<file path="src/rtl/ras_pkg.sv">
// Shared definitions for the return address stack and the datapath PC-select logic.
package ras_pkg;

    localparam int unsigned PC_W              = 12;
    localparam int unsigned RAS_DEPTH_DEFAULT = 8;

    typedef logic [PC_W-1:0] pc_addr_t;

    // Encoding is {push, pop} so a request pair maps straight onto an operation.
    typedef enum logic [1:0] {
        OP_IDLE = 2'b00,
        OP_POP  = 2'b01,
        OP_PUSH = 2'b10,
        OP_REPL = 2'b11
    } ras_op_e;

endpackage

</file>
<file path="src/rtl/ras_mem.sv">
// DEPTH x WIDTH register array: asynchronous read, synchronous write, asynchronous clear.
module ras_mem
    import ras_pkg::*;
#(
    parameter int unsigned DEPTH = RAS_DEPTH_DEFAULT,
    parameter int unsigned WIDTH = PC_W
) (
    input  logic                     clk,
    input  logic                     rst,
    input  logic                     we,
    input  logic [$clog2(DEPTH)-1:0] waddr,
    input  logic [WIDTH-1:0]         wdata,
    input  logic [$clog2(DEPTH)-1:0] raddr,
    output logic [WIDTH-1:0]         rdata
);

    logic [WIDTH-1:0] mem [DEPTH];

    always_ff @(posedge clk or posedge rst) begin
        if (rst) begin
            for (int unsigned i = 0; i < DEPTH; i++) begin
                mem[i] <= '0;
            end
        end else if (we) begin
            mem[waddr] <= wdata;
        end
    end

    assign rdata = mem[raddr];

endmodule

</file>
<file path="src/rtl/return_address_stack.sv">
// Hardware call/return stack with occupancy and sticky error flags.
// Define RAS_WRAP_EN to make a push while full overwrite the oldest entry.
module return_address_stack
    import ras_pkg::*;
#(
    parameter int unsigned DEPTH = RAS_DEPTH_DEFAULT,
    parameter int unsigned WIDTH = PC_W
) (
    input  logic                       clk,
    input  logic                       rst,
    input  logic                       push,
    input  logic                       pop,
    input  logic [WIDTH-1:0]           data_in,
    output logic [WIDTH-1:0]           data_out,
    output logic                       empty,
    output logic                       full,
    output logic [$clog2(DEPTH+1)-1:0] count,
    output logic                       stack_overflow,
    output logic                       stack_underflow
);

    localparam int unsigned PW = $clog2(DEPTH);
    localparam int unsigned CW = $clog2(DEPTH+1);

    logic [PW-1:0]    top;
    logic [PW-1:0]    top_nxt;
    logic [CW-1:0]    count_nxt;
    logic             mem_we;
    logic [PW-1:0]    mem_waddr;
    logic [WIDTH-1:0] mem_rdata;
    logic             ovf_set;
    logic             unf_set;
    ras_op_e          op;

    assign op    = ras_op_e'({push, pop});
    assign empty = (count == '0);
    assign full  = (count == CW'(DEPTH));

    // top indexes the current top entry; a push always lands one slot above it,
    // which when full is also the oldest entry (the wrap overwrite target).
    always_comb begin
        top_nxt   = top;
        count_nxt = count;
        mem_we    = 1'b0;
        mem_waddr = top + PW'(1);
        ovf_set   = 1'b0;
        unf_set   = 1'b0;
        unique case (op)
            OP_PUSH: begin
                if (!full) begin
                    mem_we    = 1'b1;
                    top_nxt   = top + PW'(1);
                    count_nxt = count + CW'(1);
                end else begin
                    ovf_set = 1'b1;
`ifdef RAS_WRAP_EN
                    mem_we  = 1'b1;
                    top_nxt = top + PW'(1);
`endif
                end
            end
            OP_POP: begin
                if (empty) begin
                    unf_set = 1'b1;
                end else begin
                    top_nxt   = top - PW'(1);
                    count_nxt = count - CW'(1);
                end
            end
            OP_REPL: begin
                mem_we = 1'b1;
                if (empty) begin
                    unf_set   = 1'b1;
                    top_nxt   = top + PW'(1);
                    count_nxt = count + CW'(1);
                end else begin
                    mem_waddr = top;
                end
            end
            default: ;
        endcase
    end

    always_ff @(posedge clk or posedge rst) begin
        if (rst) begin
            top             <= '0;
            count           <= '0;
            stack_overflow  <= 1'b0;
            stack_underflow <= 1'b0;
        end else begin
            top             <= top_nxt;
            count           <= count_nxt;
            stack_overflow  <= stack_overflow | ovf_set;
            stack_underflow <= stack_underflow | unf_set;
        end
    end

    ras_mem #(
        .DEPTH (DEPTH),
        .WIDTH (WIDTH)
    ) u_mem (
        .clk   (clk),
        .rst   (rst),
        .we    (mem_we),
        .waddr (mem_waddr),
        .wdata (data_in),
        .raddr (top),
        .rdata (mem_rdata)
    );

    // Popped entries are left in storage, so mask the read when empty.
    assign data_out = empty ? '0 : mem_rdata;

endmodule

</file>
<file path="config.mk">
export PLATFORM = sky130hd
export DESIGN_NAME = return_address_stack
export DESIGN_NICKNAME = d
export VERILOG_FILES = /design/src/rtl/ras_pkg.sv /design/src/rtl/ras_mem.sv /design/src/rtl/return_address_stack.sv
export SDC_FILE = /design/constraint.sdc
export NUM_CORES = 1
export LEC_CHECK = 0
export ABC_AREA = 1
export BUFFER_PORTS_ARGS = -buffer_cell sky130_fd_sc_hd__buf_2
export CAP_MARGIN = 5
export CORE_AREA = 3 3 90 113
export DETAILED_ROUTE_END_ITERATION = 8
export DIE_AREA = 0 0 93 116
export PLACE_DENSITY = 0.84
export SYNTH_ARGS = -nofsm -noshare
export SYNTH_HDL_FRONTEND = slang
export SYNTH_SLANG_ARGS = --single-unit
</file>
<file path="constraint.sdc">
create_clock -name clk -period 4.25 [get_ports clk]
set_clock_uncertainty 0.2 [all_clocks]
set_input_delay 0.85 -clock clk [delete_from_list [all_inputs] [get_ports clk]]
set_output_delay 0.85 -clock clk [all_outputs]
set_load 0.02 [all_outputs]
</file>
==> summary.txt, run 1 <==
Reg2Reg Capture Point: u_mem.mem[39]$_DFFE_PP0P_
register area share after synthesis: 47.3%
commonest non-fill, non-tap cell in the layout: nand2_1
drt pass-1 iters: 5
hold path endpoint: u_mem.mem[23]$_DFFE_PP0P_
Initial Util: 60.6%
Clock Path Buffers: 2
diode count: 0
Placed Instances: 823
post-CTS setup buffer count: 0
Crit path arrival time: 3530 ps
row count: 39
grt ovf: 0
Post-Synthesis Cells: 721
I/O pin cnt: 36
number of synthesized flops with an enable pin: 0
largest net degree at the start of global routing: 86
CP Class: register to register
Post-Synth XOR/XNOR Area: 0.158%
Via Count: 5334
Synth cell types: 29
drt via density: 6.36
CTS resizes: 0
initial antenna violation count: 0
1st-iter DRT viols: 660
TNS Setup: 0 ps
unrepaired setup endpoints after global routing: false
syn avg cell area: 7.71 um^2
Syn Nets: 740
Hold-fix buffers, CTS: 0
FFs w/ async S/R, synth: 100%
CTS tree: built
clk sinks: 105
total global-route track usage: 30.0%
Synth Area in Compound Gates: 9.54%
root cell of the clock tree: clkbuf_16
fillers: 810
Worst Hold Depth: 2
share of cells above drive strength 1: 11.2%
first-pass GRT wire length: 25.3 mm
Post-route DRC: 0
Simple-Gate Fraction of Synth Area: 34.9%
Max VDD drop: 0.000510 V
PortBufs: 35
CTS H-tree lvls: 3
Floorplan Core Area: 9170 um^2
adder and majority cell fraction of the synthesized area: 0.675%
total CTS buffers: 9
HP Class: register to register
HP Start: u_mem.mem[23]$_DFFE_PP0P_
Most used DFF post-synth: dfrtp_1
Leak: 0.00299 uW
Final GP Congestion: 0.851
Synth-to-Final Area Change: 6.48%
Least-Margin Pin Slew: 1070 ps
main combinational cell family by area after synthesis: simple AND/OR/NAND/NOR gates
Final Hold Fails: 0
Synthesis Warnings: 0
die height: 116 um
fmax: 287 MHz
post-synthesis register bit count: 105
P per Cell Area: 888 nW/um^2
reg2reg start: top[1]$_DFFE_PP0P_
max_slew headroom: 28.9%
status: completed
commonest cells after routing, fill and taps aside: 258 x nand2_1, 105 x dfrtp_1, 97 x nand4_1
max-cap viol count: 0
routed len/inst: 18.7 um
Worst setup EP type: register
later-pin clock latency in the skew report: 350 ps
DIE WIDTH: 93 um
Finish-stage setup viols: 0
Worst R2R Setup Slack: 760 ps
detailed placement HPWL: 9.37 mm
full die area: 10800 um^2
post-synthesis mux area share: 0%
Final Net Count: 730
fin crit period: 3490 ps
vias in the first global route: 5050
critical path required time: 4290 ps
Final ANT Viol Nets: 0
non-filler instance count after layout: 839
Tcrit/Tclk final: 82.1%
Startpoint Class: register
Mapped Area: 5560 um^2
register clock-pin slew on the reported worst setup and hold paths: 70 ps
critical path fanouts, max: 30
Pins Over Slew Limit: 0
reg2reg path depth: 8
drt total wl: 15.7 mm
==> how the worst max path moves through the flow <==
stage | from | to | slack (ps) | depth (start not counted)
detailed placement | top[1]$_DFFE_PP0P_ | u_mem.mem[39]$_DFFE_PP0P_ | 860 | 8
CTS | top[1]$_DFFE_PP0P_ | u_mem.mem[39]$_DFFE_PP0P_ | 850 | 8
global placement | top[1]$_DFFE_PP0P_ | u_mem.mem[3]$_DFFE_PP0P_ | 950 | 9
floorplan | rst | count[0]$_DFFE_PP0P_ | 440 | 1
global route | top[0]$_DFFE_PP0P_ | u_mem.mem[5]$_DFFE_PP0P_ | 650 | 11
finish | top[1]$_DFFE_PP0P_ | u_mem.mem[39]$_DFFE_PP0P_ | 760 | 8
==> registers in the layout, indices dropped and copies added (netlist names) <==
| name | count |
|---|---|
| stack_overflow | 1 |
| u_mem.mem | 96 |
| stack_underflow | 1 |
| top | 3 |
| count | 4 |
==> cell usage after synthesis, types with 6 or more instances <==
cell	n	area, um^2
buf_2	29	145
clkbuf_2	7	35.0
nand3_1	17	85.1
clkbuf_1	20	75.1
nand2_1	258	968
dfrtp_1	105	2630
o21ai_0	53	265
a21oi_1	12	60.1
inv_1	10	37.5
nand4_1	97	607
buf_4	6	45.0
nand2_2	7	43.8
o22ai_1	24	150
nor2_1	51	191
==> report_power, final <==
| group | internal (uW) | switching [uW] | total [uW] | leakage [uW] |
|---|---|---|---|---|
| registers | 1440 | 262 | 1700 | 0.00132 |
| logic | 764 | 1950 | 2710 | 0.00153 |
| clock network | 473 | 369 | 842 | 0.000135 |
| total | 2680 | 2580 | 5260 | 0.00299 |
==> metal layers <==
layer	GRT usage, %	wire, um	share of wire (%)
met1	40.5	6100	39
met4	15.6	556	3.6
met3	5.45	1570	10
met2	46.6	7430	47
met5	0	0	0
==> cells by family after synthesis <==
family | count (synthesis)
fa+ha+maj | 3
xor+xnor | 1
buf+inv | 82
compound gates | 95
simple gates | 435
flops | 105
==> worst max-delay path, stage by stage, from the launching register on <==
cell,delay (ps)
dfrtp_1,370
inv_1,680
ha_1,410
nand3_1,130
nand3_1,100
nand2_2,480
nand3_1,650
nand2_1,280
nand2_1,70
==> cell type report <==
| cell class | count | area (um^2) | share of cell area (%) |
|---|---|---|---|
| flip-flops and latches | 105 | 2630 | 44.4 |
| multi-input cells | 534 | 2520 | 42.5 |
| repair buffers | 47 | 265 | 4.48 |
| clock buffers | 12 | 246 | 4.16 |
| well taps | 123 | 154 | 2.60 |
| inverters | 14 | 56.3 | 0.951 |
| clock inverters | 4 | 52.6 | 0.888 |
==> metrics by stage <==
step | total power, uW | area (um^2) | setup WS, ps | hold WS, ps | utilization (%)
final | 5260 | 5920 | 763 | 268 | 64.5
after global routing | 5620 | 5920 | 649 | 283 | 64.5
after CTS | 5200 | 5920 | 849 | 269 | 64.5
after detailed placement | 4360 | 5620 | 861 | 254 | 61.3
after global placement | 4280 | 5620 | 948 | 248 | 61.3
after floorplan | 3680 | 5560 | 439 | 237 | -
No activity file was read; power rests on OpenSTA's default activity.
==> run 2, diff against run 1 <==
- CORE_AREA: 3 3 90 113 -> 3 3 94 119
- DIE_AREA: 0 0 93 116 -> 0 0 97 122
- PLACE_DENSITY: 0.84 -> 0.8
- clock period: 4.25 -> 3.1 ns (I/O delays scaled with it)
==> run 2 against run 1 <==
Register-to-register slack worse by 580 ps. Non-clock buffer count is 9 higher. Count of clock-buffer cells in the layout down 2. Worst hold slack lost 57 ps. Sequential share of layout area down 1.2 points. Final area grew 2.7%. Wire length barely moved. Sequential power grew 39%. Utilization shrank 4.3 points. Total power rose by 42%. Global-route usage decreased by 3.0 points. Highest routed layer unchanged.
==> summary.txt, run 2 (synthesized netlist as in run 1, its figures left out) <==
Hold-fix buffers, CTS: 0 (unchanged)
Initial Util: 55.0% (was 60.6%)
post-CTS setup buffer count: 0 (unchanged)
Biggest register: u_mem.mem (unchanged)
Via Count: 5309 (was 5334)
critical path fanouts, max: 28 (was 30)
grt ovf: 0 (unchanged)
max-cap viol count: 0 (unchanged)
HP Class: input port to asynchronous set/reset pin (was register to register)
highest-delay cell along the critical path: dfrtp_1 (was inv_1)
Sw Pwr: 3570 uW (was 2580 uW)
CP Class: register to output pin (was register to register)
Hold WS: 212 ps (was 268 ps)
sequential share of power: 31.6% (was 32.4%)
later-pin clock latency in the skew report: 350 ps (about the same)
Tcrit/Tclk final: 94.9%
worst-path cell chain: inv_2 -> buf_12 -> o21ai_0 -> o22ai_1 -> nand2_1 -> a21oi_1 -> buf_2 (was inv_1 -> ha_1 -> nand3_1 -> nand3_1 -> nand2_2 -> nand3_1 -> nand2_1 -> nand2_1)
die height: 122 um (was 116 um)
Leak: 0.00307 uW (was 0.00299 uW)
diode count: 0 (unchanged)
Critical Path Max Stage Delay: 390 ps (was 680 ps)
unrepaired setup endpoints after global routing: true (was false)
Net Sw Frac: 47.7% (was 49.0%)
Floorplan Core Area: 10100 um^2 (was 9170 um^2)
root cell of the clock tree: clkbuf_16 (unchanged)
routed len/inst: 18.3 um (was 18.7 um)
CTS tree: built (unchanged)
Final ANT Viol Nets: 0 (unchanged)
largest net degree at the start of global routing: 106 (was 86)
Crit path arrival time: 2120 ps (was 3530 ps)
critical path required time: 2280 ps (was 4290 ps)
Pins Over Slew Limit: 0 (unchanged)
clock share of power: 17.5% (was 16.0%)
combinational share of power: 51.0% (was 51.6%)
fmax: 340 MHz
overall power: 7480 uW (was 5260 uW)
internal power: 3910 uW (was 2680 uW)
drt total wl: 15.7 mm (about the same)
full die area: 11800 um^2 (was 10800 um^2)
Max VDD drop: 0.000564 V (was 0.000510 V)
drt pass-1 iters: 6 (was 5)
Startpoint Class: register (unchanged)
PortBufs: 35 (unchanged)
I/O pin cnt: 36 (unchanged)
CTS H-tree lvls: 3 (unchanged)
commonest cells after routing, fill and taps aside: 258 x nand2_1, 105 x dfrtp_1, 97 x nand4_1 (unchanged)
fin crit period: 2940 ps
commonest non-fill, non-tap cell in the layout: nand2_1 (unchanged)
biggest regs: u_mem.mem x96, count x4, top x3 (unchanged)
CTS resizes: 0 (unchanged)
Finished Core Util: 60.2% (was 64.5%)
row count: 41 (was 39)
Worst setup EP type: output pin (was register)
detailed placement HPWL: 9.92 mm (was 9.37 mm)
vias in the first global route: 5075 (was 5050)
Final Net Count: 739 (was 730)
Synth-to-Final Area Change: 9.41% (was 6.48%)
1st-iter DRT viols: 631 (was 660)
Least-Margin Pin Slew: 710 ps (was 1070 ps)
drt via density: 6.22 (was 6.36)
Finish-stage setup viols: 0 (unchanged)
Clock Path Buffers: 2 (unchanged)
total CTS buffers: 9 (unchanged)
Final Hold Fails: 0 (unchanged)
total global-route track usage: 27.0% (was 30.0%)
WP buf/inv: 3 (was 1)
max_slew headroom: 52.5% (was 28.9%)
P per Cell Area: 1230 nW/um^2 (was 888 nW/um^2)
share of cells above drive strength 1: 13.0% (was 11.2%)
delay-heaviest family, CP: buffers and inverters (was simple AND/OR/NAND/NOR gates)
Final GP Congestion: 0.888 (was 0.851)
clk sinks: 105 (unchanged)
initial antenna violation count: 0 (unchanged)
max FFs per register: 96 (unchanged)
Post-route DRC: 0 (unchanged)
DIE WIDTH: 97 um (was 93 um)
first-pass GRT wire length: 25.7 mm (was 25.3 mm)
register clock-pin slew on the reported worst setup and hold paths: 70 ps (about the same)
status: completed (unchanged)
-- run 2: cell types whose count changed in the layout (fill, tap and decap cells not counted), sizes merged --
cell	delta
buf	+9
bufinv	+2
clkbuf	-2
clkinv	+1
clkinvlp	-1
-- run 2: area by class of cell --
| cell class | instances | area, um^2 |
|---|---|---|
| Inverter | 14 | 61.3 |
| Timing Repair Buffer | 56 | 358 |
| Tap cell | 129 | 161 |
| Sequential cell | 105 | 2630 |
| Fill cell | 860 | 4020 |
| Clock inverter | 6 | 113 |
| Clock buffer | 10 | 229 |
| Multi-Input combinational cell | 534 | 2530 |
-- run 2: power groups by stage --
| stage | logic (uW) | registers (uW) | clock network, uW |
|---|---|---|---|
| final | 3810 | 2360 | 1310 |
| after floorplan | 2750 | 2300 | 0 |
| after CTS | 3740 | 2340 | 1320 |
| after detailed placement | 3730 | 2360 | 0 |
| after global routing | 4200 | 2430 | 1370 |
| after global placement | 3630 | 2340 | 0 |
-- run 2: metal layers --
layer | vias up | GRT usage (%) | share of wire (%)
met4 | 0 | 11.4 | 2.6
li1 | 2442 | - | -
met2 | 293 | 44.3 | 48
met5 | - | 0 | 0
met3 | 36 | 4.30 | 9.4
met1 | 2538 | 36.0 | 40
-- run 2: worst reg2reg max path: cells and delay by family (launching register included) --
family | cells | cell delay, ps
simple gates | 6 | 1540
fa+ha+maj | 1 | 340
flops | 1 | 390
buf+inv | 1 | 340
-- run 2: path summary, 6_finish.rpt --
kind / depth (start not counted) / slack, ps / endpoint / start
max in group asynchronous: 3 / 2060 / u_mem.mem[84]$_DFFE_PP0P_ / rst
min in group clk: 2 / 270 / u_mem.mem[23]$_DFFE_PP0P_ / u_mem.mem[23]$_DFFE_PP0P_
hold reg to reg: 2 / 270 / u_mem.mem[23]$_DFFE_PP0P_ / u_mem.mem[23]$_DFFE_PP0P_
hold / removal: 3 / 210 / count[3]$_DFFE_PP0P_ / rst
setup / recovery: 7 / 160 / data_out[4] / top[0]$_DFFE_PP0P_
setup reg to reg: 8 / 180 / u_mem.mem[25]$_DFFE_PP0P_ / top[0]$_DFFE_PP0P_
-- run 2: metrics by stage --
| stage | TNS [ps] | std cells | area (um^2) | setup slack (ps) |
|---|---|---|---|---|
| after floorplan | 0 | 721 | 5560 | 744 |
| after global placement | 0 | 838 | 5720 | 269 |
| after detailed placement | 0 | 838 | 5720 | 233 |
| after CTS | 0 | 854 | 6060 | 62.8 |
| after global routing | -2.74 | 854 | 6080 | -2.21 |
| final | 0 | 854 | 6080 | 158 |
==> run 3, diff against run 2 <==
- CORE_AREA: 3 3 94 119 -> 3 3 119 92
- CTS_BUF_LIST: default -> sky130_fd_sc_hd__clkbuf_8
- DIE_AREA: 0 0 97 122 -> 0 0 122 95
- PLACE_DENSITY: 0.8 -> 0.82
==> run 3 against run 2 <==
Die area is 2.1% lower. Wire length is 4.3% higher. Sequential power hardly changed. Sequential share of layout area is 0.89 points higher. Combinational power is 1% higher. Critical endpoint is now data_out[7].
==> summary.txt, run 3 (synthesized netlist as in run 1, its figures left out) <==
grt ovf: 0 (unchanged)
full die area: 11600 um^2 (was 11800 um^2)
fin worst setup slack: 122 ps (was 158 ps)
drt via density: 6.25 (was 6.22)
detailed placement HPWL: 10.3 mm (was 9.92 mm)
worst-path cell chain: inv_1 -> buf_4 -> o21ai_0 -> o22ai_1 -> nand2_1 -> a21oi_1 -> buf_2 (was inv_2 -> buf_12 -> o21ai_0 -> o22ai_1 -> nand2_1 -> a21oi_1 -> buf_2)
DIE WIDTH: 122 um (was 97 um)
critical path required time: 2280 ps (about the same)
Startpoint Class: register (unchanged)
Least-Margin Pin Slew: 700 ps (was 710 ps)
Final ANT Viol Nets: 0 (unchanged)
CP Class: register to output pin (unchanged)
largest net degree at the start of global routing: 49 (was 106)
clk sinks: 105 (unchanged)
Clock Path Buffers: 2 (unchanged)
drt total wl: 16.3 mm (was 15.7 mm)
die height: 95 um (was 122 um)
Placement Setup Slack: 193 ps (was 233 ps)
Final Net Count: 742 (was 739)
Floorplan Core Area: 9740 um^2 (was 10100 um^2)
Critical Path Max Stage Delay: 500 ps (was 390 ps)
TNS Setup: 0 ps (unchanged)
share of cells above drive strength 1: 13.3% (was 13.0%)
row count: 31 (was 41)
fmax: 336 MHz (was 340 MHz)
Hold-fix buffers, CTS: 0 (unchanged)
commonest non-fill, non-tap cell in the layout: nand2_1 (unchanged)
PortBufs: 35 (unchanged)
final instance area: 5960 um^2 (was 6080 um^2)
total CTS buffers: 9 (unchanged)
Tcrit/Tclk final: 96.1% (was 94.9%)
Finish-stage setup viols: 0 (unchanged)
CTS H-tree lvls: 3 (unchanged)
Final GP Congestion: 0.921 (was 0.888)
Post-DP Area: 5750 um^2 (was 5720 um^2)
Pins Over Slew Limit: 0 (unchanged)
status: completed (unchanged)
I/O pin cnt: 36 (unchanged)
Post-route DRC: 0 (unchanged)
drt pass-1 iters: 6 (unchanged)
critical path fanouts, max: 24 (was 28)
max FFs per register: 96 (unchanged)
Synth-to-Final Area Change: 7.20% (was 9.41%)
highest-delay cell along the critical path: dfrtp_1 (unchanged)
met2 wire length: 7.48 mm (was 7.53 mm)
Worst setup EP type: output pin (unchanged)
Biggest register: u_mem.mem (unchanged)
Final Hold Fails: 0 (unchanged)
CTS tree: built (unchanged)
Crit path arrival time: 2160 ps (was 2120 ps)
register clock-pin slew on the reported worst setup and hold paths: 100 ps (was 70 ps)
P per Cell Area: 1170 nW/um^2 (was 1230 nW/um^2)
met3 routed WL: 1.74 mm (was 1.48 mm)
vias in the first global route: 5132 (was 5075)
DRT met1 WL: 6.79 mm (was 6.25 mm)
total global-route track usage: 29.7% (was 27.0%)
Finished Core Util: 61.2% (was 60.2%)
Leak: 0.00301 uW (was 0.00307 uW)
fin crit period: 2980 ps (was 2940 ps)
first-pass GRT wire length: 26.6 mm (was 25.7 mm)
1st-iter DRT viols: 703 (was 631)
later-pin clock latency in the skew report: 380 ps (was 350 ps)
Via Count: 5410 (was 5309)
Max VDD drop: 0.000613 V (was 0.000564 V)
initial antenna violation count: 5 (was 0)
root cell of the clock tree: clkbuf_8 (was clkbuf_16)
biggest regs: u_mem.mem x96, count x4, top x3 (unchanged)
highest metal used: met5 (was met4)
commonest cells after routing, fill and taps aside: 258 x nand2_1, 105 x dfrtp_1, 97 x nand4_1 (unchanged)
routed len/inst: 18.9 um (was 18.3 um)
max_slew headroom: 53.2% (was 52.5%)
max-cap viol count: 0 (unchanged)
HP Class: input port to asynchronous set/reset pin (unchanged)
unrepaired setup endpoints after global routing: false (was true)
Initial Util: 57.1% (was 55.0%)
[run 3: changes by cell type in the layout (fill, tap and decap cells not counted), sizes merged]
cell	delta
buf	+3
bufinv	-3
clkinv	+1
clkinvlp	+1
diode	+5
inv	+1
[run 3: where the power goes]
group	total [uW]	leakage [uW]	internal, uW	switching [uW]
sequential	2360	0.00132	1970	384
clock	784	0.0000909	309	476
combinational	3850	0.00160	1150	2710
[run 3: timing repair]
item	CTS	global route
gates resized for setup	0	5
buffers inserted	0	0
setup endpoints to repair	0	24
[run 3: worst paths after layout]
kind	end	startpoint	slack [ps]	depth (start not counted)
min in group clk	u_mem.mem[33]$_DFFE_PP0P_	u_mem.mem[33]$_DFFE_PP0P_	280	2
hold / removal	u_mem.mem[94]$_DFFE_PP0P_	rst	140	2
setup / recovery	data_out[7]	top[1]$_DFFE_PP0P_	120	7
max in group asynchronous	u_mem.mem[19]$_DFFE_PP0P_	rst	1750	3
hold reg to reg	u_mem.mem[33]$_DFFE_PP0P_	u_mem.mem[33]$_DFFE_PP0P_	280	2
setup reg to reg	u_mem.mem[48]$_DFFE_PP0P_	top[0]$_DFFE_PP0P_	380	12
[run 3: area by class of cell]
class	instances	area (um^2)
diodes	5	12.5
clock buffers	10	138
clock inverters	6	36.3
fillers	882	3770
inverters	14	57.6
multi-input cells	534	2540
flip-flops and latches	105	2630
well taps	132	165
repair buffers	59	380
[run 3: stage by stage]
step / std cells / hold slack [ps] / power (uW)
floorplan: 721 / 237 / 5050
global placement: 844 / 246 / 5980
detailed placement: 844 / 253 / 6120
CTS: 860 / 161 / 6890
global route: 863 / 186 / 7520
finish: 865 / 140 / 7000
[run 3: per-layer routing]
metal	vias to the layer above	track usage, %
li1	2443	-
met1	2623	40.7
met2	306	46.0
met3	34	7.78
met4	4	9.89
met5	-	0
[run 3: critical path, delay by kind of cell, from the launching register on]
family | cells | cell delay (ps)
buf+inv | 3 | 670
compound gates | 3 | 510
flops | 1 | 500
simple gates | 1 | 90
